### src/rtl/vram_bus_sched_pkg.sv
// Shared types and constants for the PPU VRAM bus scheduler.
package vram_bus_sched_pkg;

    localparam int unsigned AW    = 14;
    localparam int unsigned DW    = 8;
    localparam int unsigned CNT_W = 2;
    localparam int unsigned PAGE_W = AW - 8;

    localparam logic [PAGE_W-1:0] PAL_PAGE = 6'h3F;

    typedef enum logic [1:0] {
        ST_IDLE = 2'd0,
        ST_ADDR = 2'd1,
        ST_DATA = 2'd2,
        ST_DONE = 2'd3
    } state_e;

    typedef enum logic {
        OWN_RND = 1'b0,
        OWN_CPU = 1'b1
    } owner_e;

    typedef struct packed {
        logic          we;
        logic [AW-1:0] addr;
        logic [DW-1:0] wdata;
    } bus_entry_t;

    // Palette writes are absorbed internally instead of going out on the pads.
    function automatic logic is_pal(input logic [PAGE_W-1:0] page);
        return page == PAL_PAGE;
    endfunction

endpackage

### src/rtl/vram_bus_sched_cpu_req_buf.sv
// One-entry holding register for CPU $2007 accesses with overflow pulse.
module vram_bus_sched_cpu_req_buf
    import vram_bus_sched_pkg::*;
(
    input  logic       clk,
    input  logic       rst_n,
    input  logic       load,
    input  bus_entry_t din,
    input  logic       free,
    output bus_entry_t q,
    output logic       full,
    output logic       ovf
);

    logic accept_c;

    // A request arriving on the free cycle refills the slot immediately.
    assign accept_c = load && (!full || free);

    always_ff @(posedge clk or negedge rst_n) begin
        if (!rst_n) begin
            q    <= '0;
            full <= 1'b0;
            ovf  <= 1'b0;
        end else begin
            ovf <= load && full && !free;
            if (accept_c) begin
                q    <= din;
                full <= 1'b1;
            end else if (free) begin
                full <= 1'b0;
            end
        end
    end

endmodule

### src/rtl/vram_bus_sched.sv
// PPU VRAM bus owner: arbitrates render fetches against CPU accesses and
// sequences each as an address phase then a data phase on registered pads.
module vram_bus_sched
    import vram_bus_sched_pkg::*;
#(
    parameter int unsigned PHASE_CYC = 2
) (
    input  logic          CLK,
    input  logic          n_RES,
    input  logic          rnd_req,
    input  logic [AW-1:0] rnd_addr,
    output logic          rnd_ack,
    output logic [DW-1:0] rnd_rdata,
    output logic          rnd_wait,
    input  logic          cpu_req,
    input  logic          cpu_we,
    input  logic [AW-1:0] cpu_addr,
    input  logic [DW-1:0] cpu_wdata,
    output logic          cpu_ack,
    output logic [DW-1:0] cpu_rdata,
    output logic          cpu_ovf,
    output logic          tstep,
    output logic          pal_we,
    input  logic [DW-1:0] ad_in,
    output logic [DW-1:0] ad_out,
    output logic          ad_oe,
    output logic [AW-1:0] pa_out,
    output logic          ale,
    output logic          n_rd,
    output logic          n_wr
);

    state_e           state, state_nxt;
    owner_e           owner, owner_nxt;
    bus_entry_t       cur, cur_nxt;
    logic [CNT_W-1:0] cnt, cnt_nxt;

    bus_entry_t cpu_in;
    bus_entry_t buf_q;
    logic       buf_full;

    logic          last_c;
    logic          drive_addr, drive_data, ack_nxt;
    logic          ale_nxt, n_rd_nxt, n_wr_nxt, ad_oe_nxt, pal_we_nxt;
    logic          rnd_ack_nxt, cpu_ack_nxt, rnd_wait_nxt;
    logic [DW-1:0] ad_out_nxt, rnd_rdata_nxt, cpu_rdata_nxt;
    logic [AW-1:0] pa_out_nxt;

    assign cpu_in = {cpu_we, cpu_addr, cpu_wdata};
    assign last_c = (cnt == CNT_W'(PHASE_CYC - 1));

    vram_bus_sched_cpu_req_buf u_cpu_buf (
        .clk   (CLK),
        .rst_n (n_RES),
        .load  (cpu_req),
        .din   (cpu_in),
        .free  (cpu_ack),
        .q     (buf_q),
        .full  (buf_full),
        .ovf   (cpu_ovf)
    );

    // Next-state, phase counter and next pad/strobe values.
    always_comb begin
        state_nxt     = state;
        owner_nxt     = owner;
        cur_nxt       = cur;
        cnt_nxt       = cnt;
        drive_addr    = 1'b0;
        drive_data    = 1'b0;
        ack_nxt       = 1'b0;
        pal_we_nxt    = 1'b0;
        rnd_rdata_nxt = rnd_rdata;
        cpu_rdata_nxt = cpu_rdata;

        case (state)
            ST_IDLE: begin
                // Render always wins; a fresh cpu_req is granted straight from the inputs.
                if (rnd_req) begin
                    state_nxt  = ST_ADDR;
                    cnt_nxt    = '0;
                    owner_nxt  = OWN_RND;
                    cur_nxt    = {1'b0, rnd_addr, DW'(0)};
                    drive_addr = 1'b1;
                end else if (buf_full || cpu_req) begin
                    state_nxt  = ST_ADDR;
                    cnt_nxt    = '0;
                    owner_nxt  = OWN_CPU;
                    cur_nxt    = buf_full ? buf_q : cpu_in;
                    drive_addr = 1'b1;
                end
            end
            ST_ADDR: begin
                if (last_c) begin
                    state_nxt  = ST_DATA;
                    cnt_nxt    = '0;
                    drive_data = 1'b1;
                    pal_we_nxt = cur.we && is_pal(cur.addr[AW-1:8]);
                end else begin
                    cnt_nxt    = cnt + CNT_W'(1);
                    drive_addr = 1'b1;
                end
            end
            ST_DATA: begin
                if (last_c) begin
                    state_nxt = ST_DONE;
                    ack_nxt   = 1'b1;
                    if (!cur.we) begin
                        if (owner == OWN_RND) rnd_rdata_nxt = ad_in;
                        else                  cpu_rdata_nxt = ad_in;
                    end
                end else begin
                    cnt_nxt    = cnt + CNT_W'(1);
                    drive_data = 1'b1;
                end
            end
            ST_DONE: state_nxt = ST_IDLE;
            default: state_nxt = ST_IDLE;
        endcase

        ale_nxt    = drive_addr;
        ad_oe_nxt  = 1'b0;
        ad_out_nxt = ad_out;
        pa_out_nxt = pa_out;
        n_rd_nxt   = 1'b1;
        n_wr_nxt   = 1'b1;

        if (drive_addr) begin
            ad_oe_nxt  = 1'b1;
            ad_out_nxt = cur_nxt.addr[7:0];
            pa_out_nxt = cur_nxt.addr;
        end

        if (drive_data) begin
            if (!cur.we) begin
                n_rd_nxt = 1'b0;
            end else if (!is_pal(cur.addr[AW-1:8])) begin
                ad_oe_nxt  = 1'b1;
                ad_out_nxt = cur.wdata;
                n_wr_nxt   = 1'b0;
            end
        end

        rnd_ack_nxt  = ack_nxt && (owner == OWN_RND);
        cpu_ack_nxt  = ack_nxt && (owner == OWN_CPU);
        rnd_wait_nxt = rnd_req && (state_nxt != ST_IDLE) && (owner_nxt == OWN_CPU);
    end

    always_ff @(posedge CLK or negedge n_RES) begin
        if (!n_RES) begin
            state     <= ST_IDLE;
            owner     <= OWN_RND;
            cur       <= '0;
            cnt       <= '0;
            ale       <= 1'b0;
            n_rd      <= 1'b1;
            n_wr      <= 1'b1;
            ad_oe     <= 1'b0;
            ad_out    <= '0;
            pa_out    <= '0;
            pal_we    <= 1'b0;
            rnd_ack   <= 1'b0;
            cpu_ack   <= 1'b0;
            tstep     <= 1'b0;
            rnd_wait  <= 1'b0;
            rnd_rdata <= '0;
            cpu_rdata <= '0;
        end else begin
            state     <= state_nxt;
            owner     <= owner_nxt;
            cur       <= cur_nxt;
            cnt       <= cnt_nxt;
            ale       <= ale_nxt;
            n_rd      <= n_rd_nxt;
            n_wr      <= n_wr_nxt;
            ad_oe     <= ad_oe_nxt;
            ad_out    <= ad_out_nxt;
            pa_out    <= pa_out_nxt;
            pal_we    <= pal_we_nxt;
            rnd_ack   <= rnd_ack_nxt;
            cpu_ack   <= cpu_ack_nxt;
            tstep     <= cpu_ack_nxt;
            rnd_wait  <= rnd_wait_nxt;
            rnd_rdata <= rnd_rdata_nxt;
            cpu_rdata <= cpu_rdata_nxt;
        end
    end

endmodule
### config.mk
export PLATFORM = sky130hd
export DESIGN_NAME = vram_bus_sched
export DESIGN_NICKNAME = d
export VERILOG_FILES = /design/src/rtl/vram_bus_sched_pkg.sv /design/src/rtl/vram_bus_sched_cpu_req_buf.sv /design/src/rtl/vram_bus_sched.sv
export SDC_FILE = /design/constraint.sdc
export NUM_CORES = 1
export LEC_CHECK = 0
export ABC_AREA = 1
export CAP_MARGIN = 20
export CORE_MARGIN = 2
export CORE_UTILIZATION = 40
export DETAILED_ROUTE_END_ITERATION = 7
export PLACE_DENSITY = 0.65
export SYNTH_ARGS = -nofsm -noshare
export SYNTH_HDL_FRONTEND = slang
export SYNTH_SLANG_ARGS = --single-unit
### constraint.sdc
create_clock -name CLK -period 1.9 [get_ports CLK]
set_input_delay 0.38 -clock CLK [delete_from_list [all_inputs] [get_ports CLK]]
set_output_delay 0.38 -clock CLK [all_outputs]
set_load 0.03 [all_outputs]
==> flow_summary.json <==
{
  "period_share": 0.969,
  "design.portCount": 97,
  "fmax_ghz": 0.543,
  "synth.avg_cell_area_sq_um": 8.68,
  "p_total_mw": 9.59,
  "synth_cells": 513,
  "seq_area_frac_synth": 0.557,
  "rr_worst_depth": 7,
  "clockBufferDepth": 2,
  "finalNonFillerCells": 759,
  "antennaDiodeCount": 0,
  "hold_viol": 0,
  "fin_setup_tns_ps": 0,
  "ys_ff_latch": 99,
  "vias_per_cell": 4.72,
  "drv_cap": 0,
  "whs_ps": 472,
  "synth_edf_count": 0,
  "cts_tree": "yes",
  "synth_ff_type": "dfrtp_1",
  "die_x_um": 110,
  "power-per-cell-area_nw_per_um2": 1640,
  "start_util": 0.411,
  "clock_latency_ps": 370,
  "syn2layout_area_growth_pct": 31.3,
  "dpl_cell_area_sq_um": 5660,
  "gp_congestion": 0.828,
  "synth.most_common_cell": "nand2_1",
  "final-setup-viol-count": 0,
  "grt_max_degree": 39,
  "drive_gt1_frac": 0.0905,
  "cp_max_fo": 2,
  "start_kind": "flip-flop",
  "yosys-top-cells-area": "dfrtp_1 (54%), nand2_1 (11%), inv_1 (6.1%), o21ai_0 (5.6%), nand3_1 (3.8%)",
  "place_ws_ps": 103,
  "yosys.area.top_type_share": 0.545,
  "async_flop_share": 1.00,
  "whs_path_depth": 1,
  "dp.cells": 742,
  "cts_setup_buffers": 0,
  "overflow": 0,
  "timing.final.max_slew_violations": 0,
  "p_leak_nw": 2.91,
  "finalWorstSetupSlack_ps": 58.6,
  "first_pass_iters": 7,
  "fin_skew_ps": 14.6,
  "cts_num_sinks": 99,
  "drtAntennaViolNets": 0,
  "drc": 0,
  "die_area_sq_um": 12000,
  "fin_crit_ps": 1840,
  "final_area_sq_um": 5850,
  "path_class": "reg2out",
  "cpPeakStageDelay_ps": 690,
  "die_h_um": 110,
  "rrSetupSlack_ps": 200,
  "min_path_type": "reg2reg",
  "portBuffers": 96,
  "synth_cell_types": 27,
  "hold_start": "owner",
  "grt_usage": 0.188,
  "dp_hpwl_um": 7570,
  "cp_data_required_time_ps": 1520,
  "r2r_end": "pa_out[8]",
  "antenna_found_initial": 0,
  "final_util": 0.540,
  "synth_top_area_cell": "dfrtp_1",
  "cts.htree.levels": 3,
  "vias": 3583,
  "worst_pin_slew_ps": 461,
  "wl_um": 10400,
  "yosys_warnings": 0,
  "rsz0062_at_grt": "false",
  "cts_root_buffer": "clkbuf_8",
  "crit_chain": "clkdlybuf4s50_1",
  "synth_commonest_cells": "nand2_1 (130), dfrtp_1 (97), inv_1 (72)",
  "crit_arrival_ps": 1460,
  "max-slew-margin-rel": 0.692,
  "num_rows": 38,
  "synthesis.area_sq_um": 4450,
  "numCtsBuffers": 9,
  "crit_family": "buffers and inverters",
  "synth_fp_nets": 568,
  "status": "completed",
  "hold_path_end": "rnd_ack",
  "design.core.area_sq_um": 10800,
  "dr.first_iter.drc_count": 173,
  "critPathSlowestCell": "clkdlybuf4s50_1",
  "rr_startpoint": "state[1]",
  "peakVddDrop_v": 0.000866,
  "path_clk_slew_ps": 100,
  "wl_per_cell_um": 13.7,
  "grt_pass1_wl_um": 17400,
  "nets": 669,
  "grt_pass1_vias": 3674,
  "cp-end-kind": "primary output",
  "critPathBufInv": 1
}
[kinds of logic after synthesis]
logic type,Yosys count,share of synthesized area
AO/OA/AOI/OAI,77,0.0876
adder cells (fa/ha/maj),6,0.0169
buffers and inverters,95,0.0930
flip-flops,99,0.557
multiplexers,15,0.0360
AND/OR/NAND/NOR,221,0.210
[final cells by class]
cell class	instances	area, sq um
Multi-Input combinational cell	319	1560
Clock inverter	7	60.1
Inverter	74	278
Clock buffer	9	124
Tap cell	140	175
Fill cell	1013	4990
Sequential cell	99	2480
Timing Repair Buffer	111	1170
[cell usage in the layout (no fill, tap or decap), types with 8 or more instances in the layout]
master / n
a21oi_1: 23
mux2_2: 8
o21ai_0: 50
and2_1: 8
nor2_1: 34
clkbuf_8: 9
buf_12: 8
clkdlybuf4s50_1: 93
inv_1: 72
dfrtp_1: 97
nand3_1: 34
nand2_1: 129
[how the worst max path moves through the flow]
stage                         start        endpoint  slack [ps]  depth (start not counted)
after detailed placement    cpu_req       ad_out[1]         100                          8
after global placement      cpu_req  u_cpu_buf.q[6]         120                          5
final                     ad_out[3]       ad_out[3]          60                          1
after CTS                 pa_out[3]       pa_out[3]          50                          1
after floorplan            state[0]      pa_out[12]         360                          7
after global routing       state[0]    rnd_rdata[6]           7                          6
[what timing repair did]
| action | 4_1_cts | 5_1_grt |
|---|---|---|
| hold buffers | 1 | 0 |
| endpoints found under the setup margin | 2 | 1 |
| endpoints found under the hold margin | 31 | 0 |
| resized for setup | 2 | 1 |
[registers in the layout, indices dropped and copies added (netlist names), 2 cells and up]
register,cells
ad_out,8
cnt,2
cpu_rdata,8
cur,23
pa_out,14
rnd_rdata,8
state,2
u_cpu_buf.q,23
[per-layer routing]
metal	track usage	part of all wire
met4	0.0741	0.022
met1	0.245	0.44
met5	0	0
met3	0.0285	0.039
met2	0.315	0.49
[report_power, final]
group | internal [mW] | total [mW] | switching, mW | leakage, nW
sequential | 3.07 | 3.57 | 0.508 | 1.19
clock | 0.500 | 1.29 | 0.795 | 0.0897
combinational | 1.96 | 4.72 | 2.76 | 1.63
No activity file was read; power rests on OpenSTA's default activity.
